===== config.mk =====
export PLATFORM = sky130hd
export DESIGN_NAME = output_port
export DESIGN_NICKNAME = d
export VERILOG_FILES = /design/src/rtl/output_port.sv
export SDC_FILE = /design/constraint.sdc
export NUM_CORES = 1
export LEC_CHECK = 0
export CELL_PAD_IN_SITES_DETAIL_PLACEMENT = 1
export CELL_PAD_IN_SITES_GLOBAL_PLACEMENT = 1
export CORE_ASPECT_RATIO = 0.9
export CORE_UTILIZATION = 27
export CTS_CLUSTER_SIZE = 10
export DETAILED_ROUTE_END_ITERATION = 8
export HOLD_SLACK_MARGIN = 0.12
export PLACE_DENSITY = 0.75
export SLEW_MARGIN = 40
export SYNTH_ARGS = -nofsm -noshare
export SYNTH_HDL_FRONTEND = slang
export SYNTH_SLANG_ARGS = --single-unit

===== constraint.sdc =====
create_clock -name clk -period 2.3 [get_ports clk]
set_input_delay 0.345 -clock clk [delete_from_list [all_inputs] [get_ports clk]]
set_output_delay 0.345 -clock clk [all_outputs]
set_load 0.02 [all_outputs]

===== src/rtl/output_port.sv =====
// output_port: transmit stage of one router direction.
// Round-robin arbitration among input queues, wormhole lock from head to tail,
// credit-based flow control toward the downstream input queue, registered flit output.
//
// Ports:
//   clk       clock, all state updates on the rising edge
//   rst       synchronous active-low reset
//   req_i     per-queue request: head flit of queue i is routed here
//   flit_i    head flits of all queues, queue i in bits [16*i+15:16*i]
//   pop_o     combinational one-hot (or zero) dequeue strobe
//   credit_i  one-cycle pulse, downstream freed one slot
//   flit_o    registered outgoing flit (holds last value when idle)
//   valid_o   registered, flit_o carries a new flit this cycle
//   err_o     sticky protocol error, cleared only by reset
module output_port #(
    parameter int unsigned NUM_IN    = 4,
    parameter int unsigned BUF_DEPTH = 4
) (
    input  logic                   clk,
    input  logic                   rst,
    input  logic [NUM_IN-1:0]      req_i,
    input  logic [16*NUM_IN-1:0]   flit_i,
    output logic [NUM_IN-1:0]      pop_o,
    input  logic                   credit_i,
    output logic [15:0]            flit_o,
    output logic                   valid_o,
    output logic                   err_o
);

    localparam int unsigned IdxW = (NUM_IN > 1) ? $clog2(NUM_IN) : 1;
    localparam int unsigned CrW  = $clog2(BUF_DEPTH + 1);
    localparam logic [CrW-1:0] CrMax = CrW'(BUF_DEPTH);

    typedef enum logic {StIdle, StLocked} state_e;

    state_e          r_state, w_state_next;
    logic [IdxW-1:0] r_owner, w_owner_next;
    logic [IdxW-1:0] r_rr, w_rr_next;
    logic [CrW-1:0]  r_credits, w_credits_next;
    logic [15:0]     r_flit;
    logic            r_valid;
    logic            r_err, w_err_next;

    logic [15:0]     w_flits [NUM_IN];
    logic            w_pop_any;
    logic [IdxW-1:0] w_sel;
    logic [IdxW-1:0] w_cand;
    logic [15:0]     w_sel_flit;
    logic [1:0]      w_sel_type;
    logic            w_bad_req;

    for (genvar g = 0; g < NUM_IN; g++) begin : g_unpack
        assign w_flits[g] = flit_i[16*g +: 16];
    end

    function automatic logic [IdxW-1:0] rr_idx(input logic [IdxW-1:0] base,
                                               input int unsigned k);
        int unsigned s;
        s = (32'(base) + k) % NUM_IN;
        return IdxW'(s);
    endfunction

    function automatic logic [IdxW-1:0] wrap_inc(input logic [IdxW-1:0] idx);
        if (32'(idx) == NUM_IN - 1) return '0;
        return idx + IdxW'(1);
    endfunction

    // Output process: grant selection and dequeue strobe.
    // Bit 14 of the flit type is set exactly for head (01) and single (11).
    always_comb begin
        w_pop_any = 1'b0;
        w_sel     = r_owner;
        w_cand    = '0;
        w_bad_req = 1'b0;
        pop_o     = '0;
        if (r_state == StIdle) begin
            for (int i = 0; i < NUM_IN; i++) begin
                if (req_i[i] && !w_flits[i][14]) w_bad_req = 1'b1;
            end
            for (int unsigned k = 0; k < NUM_IN; k++) begin
                w_cand = rr_idx(r_rr, k);
                if (!w_pop_any && req_i[w_cand] && w_flits[w_cand][14]) begin
                    w_pop_any = 1'b1;
                    w_sel     = w_cand;
                end
            end
        end else begin
            w_pop_any = req_i[r_owner];
        end
        // No credit or reset in progress: nothing leaves.
        if (!rst || r_credits == '0) w_pop_any = 1'b0;
        if (w_pop_any) pop_o[w_sel] = 1'b1;
        w_sel_flit = w_flits[w_sel];
        w_sel_type = w_sel_flit[15:14];
    end

    // Next-state process.
    always_comb begin
        w_state_next   = r_state;
        w_owner_next   = r_owner;
        w_rr_next      = r_rr;
        w_err_next     = r_err;
        w_credits_next = r_credits;
        case (r_state)
            StIdle: begin
                if (w_bad_req) w_err_next = 1'b1;
                if (w_pop_any) begin
                    if (w_sel_type == 2'b01) begin
                        w_state_next = StLocked;
                        w_owner_next = w_sel;
                    end else begin
                        w_rr_next = wrap_inc(w_sel);
                    end
                end
            end
            StLocked: begin
                if (w_pop_any) begin
                    if (w_sel_type == 2'b10) begin
                        w_state_next = StIdle;
                        w_rr_next    = wrap_inc(r_owner);
                    end else if (w_sel_type[0]) begin
                        // Head or single inside a packet: forwarded, but flagged.
                        w_err_next = 1'b1;
                    end
                end
            end
            default: w_state_next = StIdle;
        endcase
        case ({w_pop_any, credit_i})
            2'b10: w_credits_next = r_credits - CrW'(1);
            2'b01: begin
                if (r_credits == CrMax) w_err_next = 1'b1;
                else w_credits_next = r_credits + CrW'(1);
            end
            default: w_credits_next = r_credits;
        endcase
    end

    // State register.
    always_ff @(posedge clk) begin
        if (!rst) begin
            r_state   <= StIdle;
            r_owner   <= '0;
            r_rr      <= '0;
            r_credits <= CrMax;
            r_flit    <= 16'h0000;
            r_valid   <= 1'b0;
            r_err     <= 1'b0;
        end else begin
            r_state   <= w_state_next;
            r_owner   <= w_owner_next;
            r_rr      <= w_rr_next;
            r_credits <= w_credits_next;
            r_err     <= w_err_next;
            r_valid   <= w_pop_any;
            if (w_pop_any) r_flit <= w_sel_flit;
        end
    end

    assign flit_o  = r_flit;
    assign valid_o = r_valid;
    assign err_o   = r_err;

endmodule


# Yosys cells after proc, flatten, opt, wreduce, memory -nomap -nowiden
# Cells that the tools add are included.
[totals]
output_inout_bits = 22
wordCells = 148
in_bits = 71
regBits = 26
[op_classes]
muxes = 78
bitwise = 6
order_cmp = 12
n_reduce_logical = 26
eq_ne = 12
n_addsub = 7
[op_table]
columns = ["cell", "n"]
rows = [
  ["16-bit binary-select mux with 2-bit select", 5],
  ["15-bit two-way mux", 8],
  ["1-bit two-way mux", 38],
  ["16-bit two-way mux", 2],
  ["2-bit two-way mux", 13],
  ["2-bit by 3-bit less-than comparator with 1-bit output, second input constant", 6],
  ["3-bit greater-or-equal comparator, second input constant", 5],
  ["2-bit inverter with 3-bit output", 5],
  ["1-bit logical AND", 12],
  ["1-bit binary-select mux with 2-bit select", 5],
  ["2-bit equality test, second input constant", 4],
  ["1-bit logical NOT", 8],
  ["2-bit by 1-bit adder with 2-bit output, second input constant", 3],
  ["2-bit != test, second input constant", 3],
  ["3-bit case mux with 2 select lines", 1],
  ["2-bit adder, second input constant", 2],
  ["2-bit by 1-bit equality test with 1-bit output, second input constant", 2],
  ["4-bit two-way mux", 1],
  ["2-bit by 1-bit != test with 1-bit output, second input constant", 2],
  ["1-bit case mux with 2 select lines", 2],
  ["2-bit case mux with 2 select lines", 1],
  ["4-bit AND reduction", 1],
  ["3-bit by 1-bit adder with 3-bit output, second input constant", 1],
  ["3-bit equality test, second input constant", 1],
  ["10 further kinds", 10],
]

# Longest topological paths before layout
# Gate-level depths: netlist of run 1.
[depth]
ltp_word = 34
ltp_mapped = 11
depth_no_buf = 9

# Worst setup path before layout of run 1
# No wires, ideal clock.
[synth_timing]
path_kind = "reg2out"
from = "register r_rr[1]"
to = "output port pop_o[1]"
path_stages_with_launch = 10
slack_ns = -0.209
path_buffers = 1
t_required_ns = 1.955
t_arrival_ns = 2.164
path_cell_list = "dfxtp_1 a21bo_2 nor4b_1 a41oi_1 a211o_1 nand4_4 buf_1 inv_1 ha_1 and2_1"
[synth_via]
elab_chain_len = 27
elab_cells_between_ends = 57
cone_classes = "3 x add/sub; 2 x order compare; 37 x mux; 4 x bitwise; 11 x reduce/logical"
[synth_lines]
columns = ["item", "line", "source"]
rows = [
  ["start, declared", "38", "logic [IdxW-1:0] r_rr, w_rr_next;"],
  ["start signal, assigned", "152", "r_rr <= w_rr_next;"],
  ["2-bit inverter with 3-bit output (implied by the code)", "82", "if (!w_pop_any && req_i[w_cand] && w_flits[w_cand][14]) begin"],
  ["16-bit binary-select mux with 2-bit select", "82", ""],
  ["15-bit two-way mux (implied by the code) (2 in series)", "82", ""],
  ["1-bit logical AND", "82", ""],
  ["1-bit two-way mux", "82", ""],
  ["1-bit two-way mux", "76", "if (r_state == StIdle) begin"],
  ["1-bit logical NOT", "82", ""],
  ["1-bit logical AND (2 in series)", "82", ""],
  ["[10 not listed]", "-", ""],
  ["2-bit two-way mux (*)", "82", ""],
  ["2-bit two-way mux (*)", "76", ""],
  ["named net w_sel[0]", "46", "logic [IdxW-1:0] w_sel;"],
  ["2-bit by 3-bit less-than comparator with 1-bit output (implied by the code) / 2-bit by 1-bit greater-or-equal comparator with 1-bit output (equally long branches)", "92", "if (w_pop_any) pop_o[w_sel] = 1'b1;"],
  ["1-bit logical AND (implied by the code)", "92", ""],
  ["1-bit two-way mux (implied by the code)", "92", ""],
  ["1-bit demux with 2-bit select (*)", "92", ""],
  ["4-bit two-way mux (*)", "92", ""],
  ["end, declared", "23", "output logic [NUM_IN-1:0] pop_o,"],
]
# Mark *: on every way through the listed nets, which the timed path passes. The rest lies on a longest branch. The select of a mux whose other input is x is not followed.

# Worst setup path in the final report of run 1
# Ends and elaborated chain as after synthesis.

==> flow_metrics.py, run 1 <==
metrics = {
    "outcome": {
        "status": "complete, but fails checks",
        "violations": "setup timing",
    },
    "power": {
        "power_leakage_nw": 1.53,
        "p_comb_frac": 0.688,
        "internal_power_w": 0.00217,
        "p_seq_frac": 0.206,
        "clkPwrFrac": 0.106,
        "p_sw_frac": 0.411,
        "power_density_mw_per_mm2": 970,
        "ir_worst_vdd_mv": 0.481,
        "p_sw_w": 0.00152,
    },
    "worst_setup_path": {
        "crit_required_ns": 1.96,
        "cp_max_fo": 5,
        "regToRegEndpoint": "r_state",
        "cp.arrival_ns": 2.21,
        "r2r-start": "r_rr[1]",
        "r2r_cells": 11,
        "crit_path_start_kind": "register",
        "crit_type": "reg -> out",
        "rrSetupSlack_ns": -0.15,
        "end_kind": "primary output",
    },
    "die": {
        "chipHeight_um": 86.1,
        "design.core.area_mm2": 0.00758,
        "die_w_um": 95.5,
        "io_pins": 93,
        "rows": 30,
        "start_util": 0.280,
        "die-area_mm2": 0.00822,
    },
    "timing": {
        "relSlewSlack": 0.677,
        "worst_slack_ns": -0.252,
        "drv_slew": 0,
        "setup_viol": 11,
        "fin_tns_setup_ns": -1.57,
        "worst_pin_slew_ns": 0.480,
        "period_minus_slack_ns": 2.55,
        "clock.fmax_mhz": 392,
        "fin_skew_ns": 0.0109,
        "layout_worst_path_cycle_share": 1.11,
        "final_hold_viol_count": 0,
        "rsz0062_at_grt": "yes",
    },
    "synth": {
        "ys_types": 52,
        "syn_nets": 336,
        "synthCells": 259,
        "yosysSeqAreaShare": 0.245,
        "synth_flop_cell": "dfxtp_1",
        "synth_edf_count": 0,
        "synthesis.area_mm2": 0.00212,
        "yosys_warnings": 0,
        "postSynth.asyncResetShare": 0,
        "syn_area_per_cell_um2": 8.19,
        "synth.ff_latch_count": 26,
    },
    "clocking": {
        "tritoncts": "done",
        "clock_path_buffers": 2,
        "ctsHtreeMaxLevel": 1,
        "cts_buffers": 3,
        "clk_pin_slew_worst_paths_ns": 0.10,
        "worstSkewPairLatency_ns": 0.28,
        "cts_sinks": 26,
        "root_buffer": "clkbuf_8",
    },
    "layout": {
        "design_area_mm2": 0.00380,
        "synthToLayoutAreaGrowth_pct": 79.2,
        "nets": 473,
        "final_util": 0.502,
        "fillCellCount": 878,
        "fin_cells": 491,
        "insertedDiodeCount": 0,
        "drive_above_1_share": 0.327,
    },
    "global_routing": {
        "grt.overflow.total": 0,
        "track_usage": 0.191,
        "antenna_found_initial": 0,
        "first_global_vias": 2570,
        "grt_pass1_wl_um": 12300,
        "grt_max_degree": 32,
    },
    "place": {
        "dp.cells": 477,
        "gp_congestion": 0.845,
        "dp_slack_ns": -1.00,
        "io_buffers": 92,
        "placed_area_mm2": 0.00347,
        "place.detailed.hpwl_um": 5970,
    },
    "min_path": {
        "holdCritStartpoint": "flit_o[12]",
        "hold_end": "flit_o[12]",
        "whs_path_depth": 2,
        "hold_class": "reg -> reg",
    },
    "route": {
        "routedWlPerCell_um": 15.8,
        "wl_um": 7770,
        "drtAntennaViolNets": 0,
        "drc": 0,
        "avgViaCountPerCell": 5.00,
        "firstDrtPassIters": 4,
        "drt_iter0_drc": 72,
        "via_count": 2454,
    },
    "job": {
        "drv_cap": 0,
    },
}
## worst max-delay path by stage
stage / slack [ns] / from / endpoint
floorplan: 0.003 / r_rr[1] / pop_o[1]
global placement: -0.92 / flit_i[46] / pop_o[1]
detailed placement: -1.00 / flit_i[46] / pop_o[3]
CTS: -0.29 / r_rr[1] / pop_o[1]
global route: -0.37 / r_rr[1] / pop_o[1]
finish: -0.25 / r_rr[1] / pop_o[1]
## layout make-up
cell class,instances,area [µm²],area share
Tap cell,96,120,0.0316
Multi-Input combinational cell,205,1670,0.440
Timing Repair Buffer,150,1380,0.362
Inverter,10,37.5,0.00987
Clock inverter,1,30.0,0.00789
Sequential cell,26,523,0.138
Clock buffer,3,41.3,0.0109
## synth_stat cells (2+ instances only)
library cell	count	area, µm²
a21oi_1	7	35.0
a22oi_1	3	22.5
a2bb2oi_1	2	17.5
and2_1	8	50.1
buf_1	3	11.3
buf_2	5	25.0
clkbuf_1	8	30.0
dfxtp_1	26	521
ha_1	5	62.6
inv_1	9	33.8
maj3_1	4	40.0
mux2_2	15	169
mux2i_1	27	270
nand2_1	41	154
nand3_1	5	25.0
nor2_1	12	45.0
nor2b_1	4	25.0
nor3_1	6	30.0
o211ai_1	15	113
o21a_1	3	22.5
o21ai_0	17	85.1
o31ai_1	4	30.0
## state kept, by name, indices dropped and copies added, names as in the netlist
register	count
err_o	1
flit_o	16
r_credits	3
r_state	1
r_owner	2
valid_o	1
r_rr	2
## power groups by stage
stage          clock network, W  registers, W  logic (W)
3_3_place_gp                  0      0.000754    0.00216
4_1_cts                0.000402      0.000761    0.00251
3_5_place_dp                  0      0.000769    0.00220
6_report               0.000392      0.000759    0.00254
5_1_grt                0.000415      0.000787    0.00274
2_1_floorplan                 0      0.000920    0.00110
## stage by stage
stage                     hold WS, ns  power (W)
after floorplan                 0.485    0.00202
after global placement          0.445    0.00291
after detailed placement        0.456    0.00297
after CTS                       0.470    0.00367
after global routing            0.484    0.00394
final                           0.456    0.00369
## cells by family after synthesis
kind of cell             count (synthesis)  share of synthesized area
buffers and inverters                   28                     0.0548
flip-flops                              26                      0.245
multiplexers                            45                      0.235
adder cells (fa/ha/maj)                 10                     0.0578
XOR/XNOR                                 2                    0.00826
AND/OR/NAND/NOR                         85                      0.194
AO/OA/AOI/OAI                           63                      0.205
## layout by cell type, fill, tap and decap left out, types with 3 or more instances in the layout
master / netlist / routed
nor2b_1: 4 / 4
o21ai_0: 17 / 6
buf_6: 0 / 5
clkdlybuf4s50_1: 0 / 80
a21oi_1: 7 / 7
o21a_1: 3 / 3
o211ai_1: 15 / 15
nand2_2: 1 / 4
dfxtp_1: 26 / 24
inv_1: 9 / 7
o31ai_1: 4 / 3
nor2_1: 12 / 10
mux2_2: 15 / 14
maj3_1: 4 / 4
dlygate4sd2_1: 0 / 4
clkbuf_2: 1 / 3
and2_1: 8 / 4
inv_2: 1 / 3
buf_4: 1 / 54
and2_4: 0 / 4
nor3_2: 0 / 4
clkbuf_8: 0 / 3
mux2i_1: 27 / 26
o21ai_1: 0 / 11
nand2_1: 41 / 38
nand3_1: 5 / 3
## per-layer routing
layer | vias to the layer above | GRT usage | part of all wire
met3 | 9 | 0.0328 | 0.049
met1 | 1180 | 0.230 | 0.43
met2 | 60 | 0.353 | 0.51
li1 | 1205 | - | -
met4 | 0 | 0.0366 | 0.014
met5 | - | 0 | 0
## critical path, stage by stage (launching register included)
cell      delay (ns)
dfxtp_2         0.37
and3b_1         0.22
o211ai_1        0.25
o31ai_1         0.11
o22ai_1         0.26
nand4_4         0.20
inv_2           0.13
ha_2            0.16
and2_4          0.13
buf_6           0.11
## what timing repair did
| action | CTS | global route |
|---|---|---|
| pin swaps | 19 | 15 |
| hold endpoints to repair | 0 | 0 |
| setup endpoints to repair | 27 | 27 |
| resized for setup | 81 | 21 |
| buffers inserted | 7 | 4 |
| hold buffers | 0 | 0 |
(Power assumes the default switching activity.)
==> run 2, diff against run 1 <==
--- a/config.mk
+++ b/config.mk
@@ -5,6 +5,7 @@
 export SDC_FILE = /design/constraint.sdc
 export NUM_CORES = 1
 export LEC_CHECK = 0
+export CAP_MARGIN = 20
 export CELL_PAD_IN_SITES_DETAIL_PLACEMENT = 1
 export CELL_PAD_IN_SITES_GLOBAL_PLACEMENT = 1
 export CORE_ASPECT_RATIO = 0.9
@@ -13,7 +14,6 @@
 export DETAILED_ROUTE_END_ITERATION = 8
 export HOLD_SLACK_MARGIN = 0.12
 export PLACE_DENSITY = 0.75
-export SLEW_MARGIN = 40
 export SYNTH_ARGS = -nofsm -noshare
 export SYNTH_HDL_FRONTEND = slang
 export SYNTH_SLANG_ARGS = --single-unit
==> results of run 2 <==
No change in the layout: final DEF, timing and power equal those of run 1.
==> variant (config.mk and constraints of run 1) <==
`BUF_DEPTH`: 4 -> 16.
--- a/src/rtl/output_port.sv
+++ b/src/rtl/output_port.sv
@@ -14,7 +14,7 @@
 //   err_o     sticky protocol error, cleared only by reset
 module output_port #(
     parameter int unsigned NUM_IN    = 4,
-    parameter int unsigned BUF_DEPTH = 4
+    parameter int unsigned BUF_DEPTH = 16
 ) (
     input  logic                   clk,
     input  logic                   rst,
Check against the original RTL: not equivalent (Yosys sat finds a counterexample within 10 cycles, from zero or initial values and one cycle with rst low).
==> variant against run 1 <==
- the run still ends with setup timing left
- setup slack lost 0.48 ns
- register-to-register slack worse by 0.59 ns
- global-route usage rose by 4.9 points
- final area grew 11%
- sequential cell count is 2 higher
- sequential share of layout area down 0.32 points
- synthesized area grew 0.12%
- hold slack improved by 0.010 ns
- wire length up 38%
- critical path type is now reg2reg
- largest cell class unchanged
Power is not compared: it rests on default switching activity, and its combinational part moved more than twofold at a synthesized area within 25%.
==> variant: results (changes against run 1) <==
stage,metric,value,unit,change
logic_synthesis,Synth cell types,54,,+3.8%
worst_setup_path,r2r startpoint,r_rr[0],,
layout,Layout non-clock buf frac,38.75,%,+2.5 points
timing,PnR worst setup slack,-0.7366,ns,-0.4841 ns
run_status,failing checks,setup timing,,
logic_synthesis,"FF+latch count, synth",28,,+7.7%
layout,Clock-cell share,1.690,%,-0.19 points
layout,Multi-Input Combinational,189,,-7.8%
worst_setup_path,"Max FO, Critical Path",7,,+2
logic_synthesis,Adder-Cell Fraction of Synth Area,6.773,%,+0.99 points
layout,Nets,493,,+4.2%
logic_synthesis,Mapped Nets,325,,-3.3%
layout,final non-filler cell total,507,,+3.3%
worst_hold_path,hold endpoint,flit_o[2],,
worst_setup_path,CP Capture Type,flop,,
worst_setup_path,R2R cell count,13,,+2
grt,pin count of the biggest net entering global routing,28,,-13%
timing,Worst Tran Pin Value,0.3240,ns,-0.1562 ns
layout,fraction of area in multi-input gates,42.01,%,-2.0 points
worst_setup_path,"slowest stage delay, CP",0.54,ns,+0.17 ns
route,number of DRC markers in iteration 0,99,,+38%
timing,clock skew,0.01237,ns,+0.001457 ns
worst_setup_path,CP max stage cell,or4bb_4,,
layout,number of fill cells,843,,-4.0%
worst_hold_path,worst hold start,flit_o[2],,
logic_synthesis,Synth Instances,244,,-5.8%
grt,Tot GR Track Use,23.98,%,+4.9 points
route,vias,2702,,+10%
power_and_ir_drop,overall power,0.006376,W,
logic_synthesis,xor and xnor fraction of the mapped netlist area,2.061,%,+1.2 points
logic_synthesis,"Seq/Total Area, Yosys",26.38,%,+1.9 points
grt,vias in the first global route,2765,,+7.6%
run_status,status,finished with violations,,
clock_tree,# Post-CTS Setup Buffers,22,,+15
logic_synthesis,"top cells by count, synth","nand2_1 (50), dfxtp_1 (28), o21ai_0 (19)",,
placement,placed cells,472,,-1.0%
grt,first-pass GRT wire length,14690,um,+19%
placement,pre-CTS setup slack,-1.192,ns,-0.1885 ns
placement,detailed placement HPWL,6396,um,+7.2%
timing,Final setup viols,28,,+17
logic_synthesis,post-synthesis mux area share,19.08,%,-4.4 points
variant: cell count changes in the layout (fill, tap and decap cells not counted), sizes merged, moves of 4 or more:
cell    before  now
buf         62   91
mux2i       28    6
mux2        16    0
mux4         1   15
o211ai      15    3
nand2       42   52
nor2        13    5
ha           5    9
o31ai        4    0
variant: routing by layer:
metal,vias to the layer above,share of wire [%],track usage (%)
met3,39,4.8,3.723
met5,-,0,0
li1,1224,-,-
met2,115,53,43.31
met1,1324,38,27.44
met4,0,4.2,10.99
variant: cell families after synthesis:
| family | Yosys count |
|---|---|
| adder cells (fa/ha/maj) | 11 |
| buffers and inverters | 27 |
| AND/OR/NAND/NOR | 93 |
| flip-flops | 28 |
| AO/OA/AOI/OAI | 59 |
| XOR/XNOR | 5 |
| multiplexers | 21 |
variant: per-stage QoR:
stage | hold slack [ns] | area (sq um)
after global placement | 0.4442 | 3570
after detailed placement | 0.4535 | 3570
after CTS | 0.4699 | 3966
after global routing | 0.4927 | 4220
final | 0.4657 | 4220
after floorplan | 0.4810 | 2176
